$ cat src/rtl/pulse_interval_meter_pkg.sv
// -----------------------------------------------------------------------------
// pulse_interval_meter_pkg
// Shared definitions for the pulse interval meter and the delay generator that
// feeds it.
//   - PIM_CNT_W_DEFAULT : default interval counter width. The delay generator
//                         uses the same width, so one measured count maps
//                         directly onto one programmed delay.
//   - pim_state_t       : measurement FSM state encoding.
//   - pim_rise()        : rising-edge helper (current & ~previous).
// Optional feature macro used by the files that import this package:
//   PULSE_METER_SYNC_EN
// -----------------------------------------------------------------------------
package pulse_interval_meter_pkg;

  localparam int unsigned PIM_CNT_W_DEFAULT = 8;

  localparam logic [1:0] PIM_ST_IDLE_ENC  = 2'd0;
  localparam logic [1:0] PIM_ST_COUNT_ENC = 2'd1;
  localparam logic [1:0] PIM_ST_DONE_ENC  = 2'd2;

  typedef enum logic [1:0] {
    ST_IDLE  = PIM_ST_IDLE_ENC,
    ST_COUNT = PIM_ST_COUNT_ENC,
    ST_DONE  = PIM_ST_DONE_ENC
  } pim_state_t;

  // A level held high yields exactly one cycle of rise.
  function automatic logic pim_rise(input logic cur, input logic prev);
    return cur & ~prev;
  endfunction

endpackage

$ cat src/rtl/pulse_interval_meter_sync_edge_detect.sv
// -----------------------------------------------------------------------------
// pulse_interval_meter_sync_edge_detect
// Conditions one strobe input and produces a single-cycle rising-edge pulse.
// With PULSE_METER_SYNC_EN defined the input is treated as asynchronous and
// passes through a 2-flop synchronizer first (2 cycles of latency). Without
// it the input is assumed synchronous to clk and only the previous-value
// register is used.
// Ports:
//   clk      : system clock, posedge
//   reset_n  : asynchronous active-low reset, clears all flops
//   sig_in   : raw strobe input
//   rise_o   : high for one cycle when the conditioned strobe rises
// -----------------------------------------------------------------------------
module pulse_interval_meter_sync_edge_detect
  import pulse_interval_meter_pkg::*;
(
  input  logic clk,
  input  logic reset_n,
  input  logic sig_in,
  output logic rise_o
);

  logic cond_s;
  logic prev_d;
  logic prev_q;

`ifdef PULSE_METER_SYNC_EN
  logic meta_d;
  logic meta_q;
  logic sync_d;
  logic sync_q;

  // Synchronizer next-state values.
  always_comb begin
    meta_d = sig_in;
    sync_d = meta_q;
  end

  // Two-flop synchronizer registers.
  always_ff @(posedge clk or negedge reset_n) begin
    if (!reset_n) begin
      meta_q <= 1'b0;
      sync_q <= 1'b0;
    end else begin
      meta_q <= meta_d;
      sync_q <= sync_d;
    end
  end

  assign cond_s = sync_q;
`else
  assign cond_s = sig_in;
`endif

  // Previous-value next state.
  always_comb begin
    prev_d = cond_s;
  end

  // Previous-value register for edge detection.
  always_ff @(posedge clk or negedge reset_n) begin
    if (!reset_n) begin
      prev_q <= 1'b0;
    end else begin
      prev_q <= prev_d;
    end
  end

  assign rise_o = pim_rise(cond_s, prev_q);

endmodule

$ cat src/rtl/pulse_interval_meter.sv
// -----------------------------------------------------------------------------
// pulse_interval_meter
// Measures the number of clk cycles between a rising edge on start_in and the
// next rising edge on stop_in, and presents the result with a valid/ack
// handshake. Intervals longer than 2^CNT_W-1 cycles saturate and set overflow
// without waiting for stop.
// Optional feature macro: PULSE_METER_SYNC_EN (2-flop input synchronizers;
// both edges are delayed equally, so counts are unchanged).
// Parameters:
//   CNT_W    : width of the count result
// Ports:
//   clk      : system clock, posedge
//   reset_n  : asynchronous active-low reset, clears all state
//   start_in : start strobe, rising edge significant
//   stop_in  : stop strobe, rising edge significant
//   ack      : consumer accepts the result (only while valid=1)
//   busy     : measurement in progress
//   valid    : result available, held until ack
//   count    : measured interval in clk cycles
//   overflow : interval saturated, qualifies count while valid=1
// -----------------------------------------------------------------------------
module pulse_interval_meter
  import pulse_interval_meter_pkg::*;
#(
  parameter int unsigned CNT_W = PIM_CNT_W_DEFAULT
) (
  input  logic             clk,
  input  logic             reset_n,
  input  logic             start_in,
  input  logic             stop_in,
  input  logic             ack,
  output logic             busy,
  output logic             valid,
  output logic [CNT_W-1:0] count,
  output logic             overflow
);

  localparam logic [CNT_W-1:0] CNT_ZERO = {CNT_W{1'b0}};
  localparam logic [CNT_W-1:0] CNT_ONE  = CNT_W'(1);
  localparam logic [CNT_W-1:0] CNT_MAX  = {CNT_W{1'b1}};

  pim_state_t       state_d;
  pim_state_t       state_q;
  logic [CNT_W-1:0] cnt_d;
  logic [CNT_W-1:0] cnt_q;
  logic [CNT_W-1:0] cnt_inc_s;
  logic [CNT_W-1:0] count_d;
  logic [CNT_W-1:0] count_q;
  logic             ovf_d;
  logic             ovf_q;
  logic             valid_d;
  logic             valid_q;
  logic             busy_d;
  logic             busy_q;
  logic             start_rise_s;
  logic             stop_rise_s;

  pulse_interval_meter_sync_edge_detect u_start_edge (
    .clk     (clk),
    .reset_n (reset_n),
    .sig_in  (start_in),
    .rise_o  (start_rise_s)
  );

  pulse_interval_meter_sync_edge_detect u_stop_edge (
    .clk     (clk),
    .reset_n (reset_n),
    .sig_in  (stop_in),
    .rise_o  (stop_rise_s)
  );

  // cnt_q holds (cycles since start edge) - 1 while counting, so the value
  // reported on a stop edge is cnt_q + 1. It therefore never exceeds
  // CNT_MAX - 1 and cannot wrap.
  assign cnt_inc_s = cnt_q + CNT_ONE;

  // Next-state and datapath logic for the measurement FSM.
  always_comb begin
    state_d = state_q;
    cnt_d   = cnt_q;
    count_d = count_q;
    ovf_d   = ovf_q;
    case (state_q)
      ST_IDLE: begin
        // Start wins over a simultaneous stop; a lone stop is ignored.
        if (start_rise_s) begin
          state_d = ST_COUNT;
          cnt_d   = CNT_ZERO;
        end else begin
          state_d = ST_IDLE;
        end
      end
      ST_COUNT: begin
        // Further start edges are ignored here: no restart.
        if (stop_rise_s) begin
          state_d = ST_DONE;
          count_d = cnt_inc_s;
          ovf_d   = 1'b0;
        end else if (cnt_inc_s == CNT_MAX) begin
          // A stop now could at best report CNT_MAX + 1: saturate.
          state_d = ST_DONE;
          count_d = CNT_MAX;
          ovf_d   = 1'b1;
        end else begin
          cnt_d = cnt_inc_s;
        end
      end
      ST_DONE: begin
        // Edges arriving here are dropped; count survives the ack.
        if (ack) begin
          state_d = ST_IDLE;
          ovf_d   = 1'b0;
        end else begin
          state_d = ST_DONE;
        end
      end
      default: begin
        state_d = ST_IDLE;
        cnt_d   = CNT_ZERO;
        ovf_d   = 1'b0;
      end
    endcase
    valid_d = (state_d == ST_DONE);
    busy_d  = (state_d == ST_COUNT);
  end

  // State, counter and registered output flops.
  always_ff @(posedge clk or negedge reset_n) begin
    if (!reset_n) begin
      state_q <= ST_IDLE;
      cnt_q   <= CNT_ZERO;
      count_q <= CNT_ZERO;
      ovf_q   <= 1'b0;
      valid_q <= 1'b0;
      busy_q  <= 1'b0;
    end else begin
      state_q <= state_d;
      cnt_q   <= cnt_d;
      count_q <= count_d;
      ovf_q   <= ovf_d;
      valid_q <= valid_d;
      busy_q  <= busy_d;
    end
  end

  assign busy     = busy_q;
  assign valid    = valid_q;
  assign count    = count_q;
  assign overflow = ovf_q;

endmodule

$ cat config.mk
export PLATFORM = sky130hd
export DESIGN_NAME = pulse_interval_meter
export DESIGN_NICKNAME = d
export VERILOG_FILES = /design/src/rtl/pulse_interval_meter_pkg.sv /design/src/rtl/pulse_interval_meter_sync_edge_detect.sv /design/src/rtl/pulse_interval_meter.sv
export SDC_FILE = /design/constraint.sdc
export NUM_CORES = 1
export LEC_CHECK = 0
export CAP_MARGIN = 40
export CORE_MARGIN = 3
export CORE_UTILIZATION = 55
export CTS_BUF_LIST = sky130_fd_sc_hd__clkbuf_16
export DETAILED_ROUTE_END_ITERATION = 7
export HOLD_SLACK_MARGIN = 0.15
export PLACE_DENSITY_LB_ADDON = 0.12
export SYNTH_ARGS = -nofsm -noshare
export SYNTH_HDL_FRONTEND = slang
export SYNTH_SLANG_ARGS = --single-unit
export TNS_END_PERCENT = 100
$ cat constraint.sdc
create_clock -name clk -period 3.2 [get_ports clk]
set_input_delay 0.32 -clock clk [delete_from_list [all_inputs] [get_ports clk]]
set_output_delay 0.32 -clock clk [all_outputs]
set_load 0.02 [all_outputs]
# Word level (Yosys, flattened, before mapping)
# Index checks and enable logic that the tools add are counted.
[op_classes]
add_sub_neg = 1
mul = 0
n_div = 0
magnitude_cmp = 0
n_eq_ne = 10
shift = 0
mux = 15
bitwise = 6
reduce_logical = 5
[ops]
columns = ["op", "count"]
rows = [
  ["$mux 8", 5],
  ["$pmux 8 s3", 1],
  ["$add 8x1->8 const B", 1],
  ["$eq 8x8->1 const B", 1],
  ["$ne 2x2->1 const B", 4],
  ["$mux 2", 3],
  ["$pmux 2 s3", 1],
  ["$eq 2x1->1 const B", 2],
  ["$eq 2x2->1 const B", 2],
  ["$mux 1", 4],
  ["$not 1->1", 4],
  ["$reduce_and 4->1", 1],
  ["$ne 3x3->1 const B", 1],
  ["$pmux 1 s3", 1],
  ["$reduce_and 3->1", 1],
  ["$and 1x1->1", 2],
  ["$logic_not 2->1", 1],
  ["$reduce_and 2->1", 1],
  ["$reduce_bool 2->1", 1],
]
[word_totals]
register_bits = 23
latch_bits = 0
ram_bits = 0
mem_bits_ro = 0
inputBits = 5
out_inout_bits = 11
mem_count = 0

# Logic depth before layout (Yosys ltp)
[depth]
depth_word = 6
mapped_depth = 7
ltp_nobuf = 7

# Hierarchy
# From an unflattened synthesis, not the netlist that was laid out.
[hier_totals]
cells_unflattened = 118
hier_area_um2 = 1149.9
[by_module_without_submodules]
columns = ["mod", "instances", "cells_per_inst", "area_per_inst_um2"]
rows = [
  ["pulse_interval_meter", 1, 114, 1072.3],
  ["pulse_interval_meter_sync_edge_detect", 2, 2, 38.8],
]

# Worst setup path before layout
# OpenSTA, ideal clock, no wires.
[synth_timing]
path_type = "reg2reg"
from = "register cnt_q[0]"
to = "register cnt_q[2]"
t_arrival_ns = 1.657
t_required_ns = 3.136
path_slack_ns = 1.479
path_stages_with_launch = 8
n_path_buf = 0
synth_period_minus_slack_ns = 1.721
cell_sequence = "dfrtp_1 > inv_1 > ha_1 > and4_2 > and3_4 > a211o_4 > nor3b_2 > a211o_1"
[synth_between]
elab_chain_cells = 4
word_cells_on_any_way = 7
cone_classes = "1 x add/sub; 2 x eq/ne; 3 x mux; 1 x reduce/logical"
[synth_rtl]
columns = ["element", "line_no", "source"]
rows = [
  ["start, declared", "pulse_interval_meter.sv:45", "logic [CNT_W-1:0] cnt_q;"],
  ["start signal, assigned", "pulse_interval_meter.sv:138", "cnt_q <= cnt_d;"],
  ["$add 8x1->8 *", "pulse_interval_meter.sv:75", "assign cnt_inc_s = cnt_q + CNT_ONE;"],
  ["$eq 8x8->1 or $mux 8 (tied branches)", "pulse_interval_meter.sv:99", "end else if (cnt_inc_s == CNT_MAX) begin"],
  ["$ne 2x2->1 (no source line) or $mux 8 (tied branches)", "-", ""],
  ["$reduce_and 4->1 (no source line) or $pmux 8 s3 (tied branches)", "-", ""],
]
# Every way passes the cells marked *; elsewhere a longest branch is shown, timed or not. The select of a mux whose other input is x is not followed.
# A chain may end at the register's enable or synchronous reset.

# Worst setup path after layout
# Same ends and word-level chain as after synthesis.

==> flow_summary_export.csv <==
group,metric,value,unit
cells_and_area,nNetsFinal,132,
placement,hpwlAfterDp,1610,µm
setup_path,slowest_stage,"dfrtp_1",
setup_path,cp_data_required_time,3.39,ns
yosys,ys_seq_area_share,51.4,%
sta,period_share,60.0,%
worst_hold_path,hp-class,"in2async",
cells_and_area,final_core_utilization,75.5,%
cts,clkSinkCount,23,
sta,tightest_slew,0.553,ns
sta,setup_tns,0,ns
setup_path,ff2ff_path_depth,7,
setup_path,critPathArrivalTime,2.11,ns
placement,port_buffers,15,
cells_and_area,regArea,576,µm²
global_route,grtUsageTotal,21.7,%
pwr,power.density,792,nW/µm²
route,wire_per_inst,15.7,µm
cts,cts_tree,"yes",
setup_path,crit_fanout,8,
cts,clockBufferDepth,2,
yosys,ys_async_sr_fraction,100,%
cts,htreeDepth,1,
sta,setup_viol,0,
floorplan,core_area,1820,µm²
yosys,postSynthAreaPerCell,10.5,µm²
yosys,netlist_area,1120,µm²
setup_path,crit_chain,"inv_1 -> ha_1 -> and4_2 -> and3_4 -> a211o_4 -> nor3b_2 -> a211o_1",
cts,clkTransAtPathRegs,0.06,ns
global_route,grt_pass1_wl,4140,µm
setup_path,r2r-start,"cnt_q[0]$_DFFE_PN0P_",
cells_and_area,diodes,0,
cts,postCtsHoldBufs,0,
route,antenna_left,0,
floorplan,die_x,51.1,µm
placement,gp_congestion,0.876,
sta,period_minus_slack,1.92,ns
sta,rsz0062_at_grt,"false",
sta,final_hold_viol_count,0,
floorplan,die_h,51.1,µm
global_route,grt_pass1_vias,882,
sta,max_freq,521,MHz
cts,clk_latency,0.25,ns
sta,slew_violations,0,
yosys,syn_nets,114,
route,vias,884,
floorplan,io_pins,16,
flow_run,maxCapViolCount,0,
route,drt_iter0_drc,23,
setup_path,path_class,"reg2reg",
pwr,leakagePower,0.570,nW
route,wl,2340,µm
cts,cts-resized-gates,0,
global_route,grt_antenna_before_repair,0,
route,via_per_inst,5.93,
cts,cts_buffers,3,
yosys,synth-main-ff-cell,"dfrtp_1",
setup_path,reg2reg_to,"cnt_q[2]$_DFFE_PN0P_",
route,drc,0,
setup_path,worst_path_largest_cell_delay,0.45,ns
yosys,synth_warnings,0,
cells_and_area,fill_cells,122,
cts,cts-root-buf,"clkbuf_16",
run_status,status,"completed",
cells_and_area,areaGrowthSynthToFinish,22.8,%
cts,post-cts-setup-buffers,0,
yosys,synthCells,107,
route,first_pass_iters,4,
setup_path,endpoint_kind,"flop",
yosys,synth_seq_cells,23,
yosys,yosysUniqueCellTypes,34,
pwr,max-vdd-ir-drop,0.579,mV
setup_path,rrSetupSlack,1.28,ns
global_route,overflow,0,
setup_path,cp-start-kind,"flop",
global_route,grt_max_degree,15,
floorplan,initial_core_util,61.5,%
floorplan,rows,15,
floorplan,die-area,2610,µm²
cells_and_area,multi_input_area,520,µm²
cells_and_area,final_layout_size_suffix_gt1_share,11.3,%
sta,slew_headroom,63.1,%
yosys,synth_edf_count,0,
sta,skew,0.00219,ns
-- worst max-delay path by stage --
stage                         startpoint              endpoint  slack [ns]  depth (start not counted)
floorplan           cnt_q[0]$_DFFE_PN0P_  cnt_q[2]$_DFFE_PN0P_        1.48                          7
global placement                 stop_in  cnt_q[2]$_DFFE_PN0P_        1.28                          5
detailed placement               stop_in  count[6]$_DFFE_PN0P_        1.21                          6
CTS                 cnt_q[0]$_DFFE_PN0P_  cnt_q[2]$_DFFE_PN0P_        1.29                          7
global route        cnt_q[0]$_DFFE_PN0P_  cnt_q[2]$_DFFE_PN0P_        1.17                          7
finish              cnt_q[0]$_DFFE_PN0P_  cnt_q[2]$_DFFE_PN0P_        1.28                          7
-- power by group --
| group | total, mW | switching (mW) | internal [mW] | leakage, nW |
|---|---|---|---|---|
| logic | 0.387 | 0.208 | 0.178 | 0.236 |
| registers | 0.437 | 0.0693 | 0.368 | 0.292 |
| clock network | 0.264 | 0.0978 | 0.167 | 0.0423 |
-- per-layer routing --
metal  track usage [%]  vias up  wire length, µm
li1                  -      424                -
met1              28.5      426             1100
met2              33.5       26             1090
met3              5.25        8              106
met4              10.3        0               47
met5                 0        -                0
-- sequential cells by signal, indices dropped and copies added, names as in the netlist --
signal and flops:
overflow 1, valid 1, u_stop_edge.prev_q 1, state_q 2, cnt_q 8, busy 1
u_start_edge.prev_q 1, count 8
-- logic make-up (layout without fill, tap and decap cells) --
family          Yosys count  in the layout  synth area share [%]
simple gates             34             34                  16.2
fa+ha+maj                 2              2                  2.23
xor+xnor                  7              7                  6.15
compound gates           37             37                  21.9
flops                    23             23                  51.4
buf+inv                   4             21                  2.12
-- worst max-delay path: cells and delay by family, from the launching register on --
family / cells / cell delay (ns)
compound gates: 2 / 0.51
flops: 1 / 0.45
buf+inv: 1 / 0.07
simple gates: 3 / 0.64
fa+ha+maj: 1 / 0.20
-- Yosys cell counts (2+ instances only) --
library cell	count	area [µm²]
dfrtp_1	23	576
nor2_1	12	45.0
a21oi_1	11	55.1
o21ai_0	7	35.0
nand2_1	5	18.8
o31ai_1	5	37.5
nand2b_1	4	25.0
nand3_1	4	20.0
xnor2_1	4	35.0
o21ai_1	3	15.0
ha_1	2	25.0
nor2b_1	2	12.5
o22ai_1	2	12.5
o311ai_0	2	17.5
xor2_1	2	17.5
-- stage by stage --
stage	hold WS, ns	total power, mW	area (µm²)	instances	worst slack, ns
floorplan	0.0244	0.670	1120	107	1.48
global placement	0.500	0.815	1280	144	1.28
detailed placement	0.485	0.825	1300	145	1.21
CTS	0.406	1.09	1380	149	1.29
global route	0.428	1.15	1380	149	1.17
finish	0.394	1.09	1380	149	1.28
-- final cells by class --
class / instances / area share [%]
sequential: 23 / 41.9
multi-input combinational: 80 / 37.9
timing repair buffer: 16 / 12.0
clock buffer: 3 / 5.46
tap: 25 / 2.27
clock inverter: 1 / 0.273
inverter: 1 / 0.273
-- cell usage in the layout, fill, tap and decap left out, drive strengths merged --
cell,instances
o311ai,2
xnor2,4
and4,1
a21oi,11
a32o,1
o21ai,11
nor2,12
nor2b,2
and3,3
or2,1
nand4,1
o22ai,2
nand2b,4
a211o,2
ha,2
o21ba,1
o31ai,5
inv,2
clkbuf,3
o21a,1
clkdlybuf4s50,15
nand3,4
buf,1
nor3b,1
nand2,5
o22a,1
dfrtp,23
xor2,3
No activity file was read; power rests on OpenSTA's default activity.
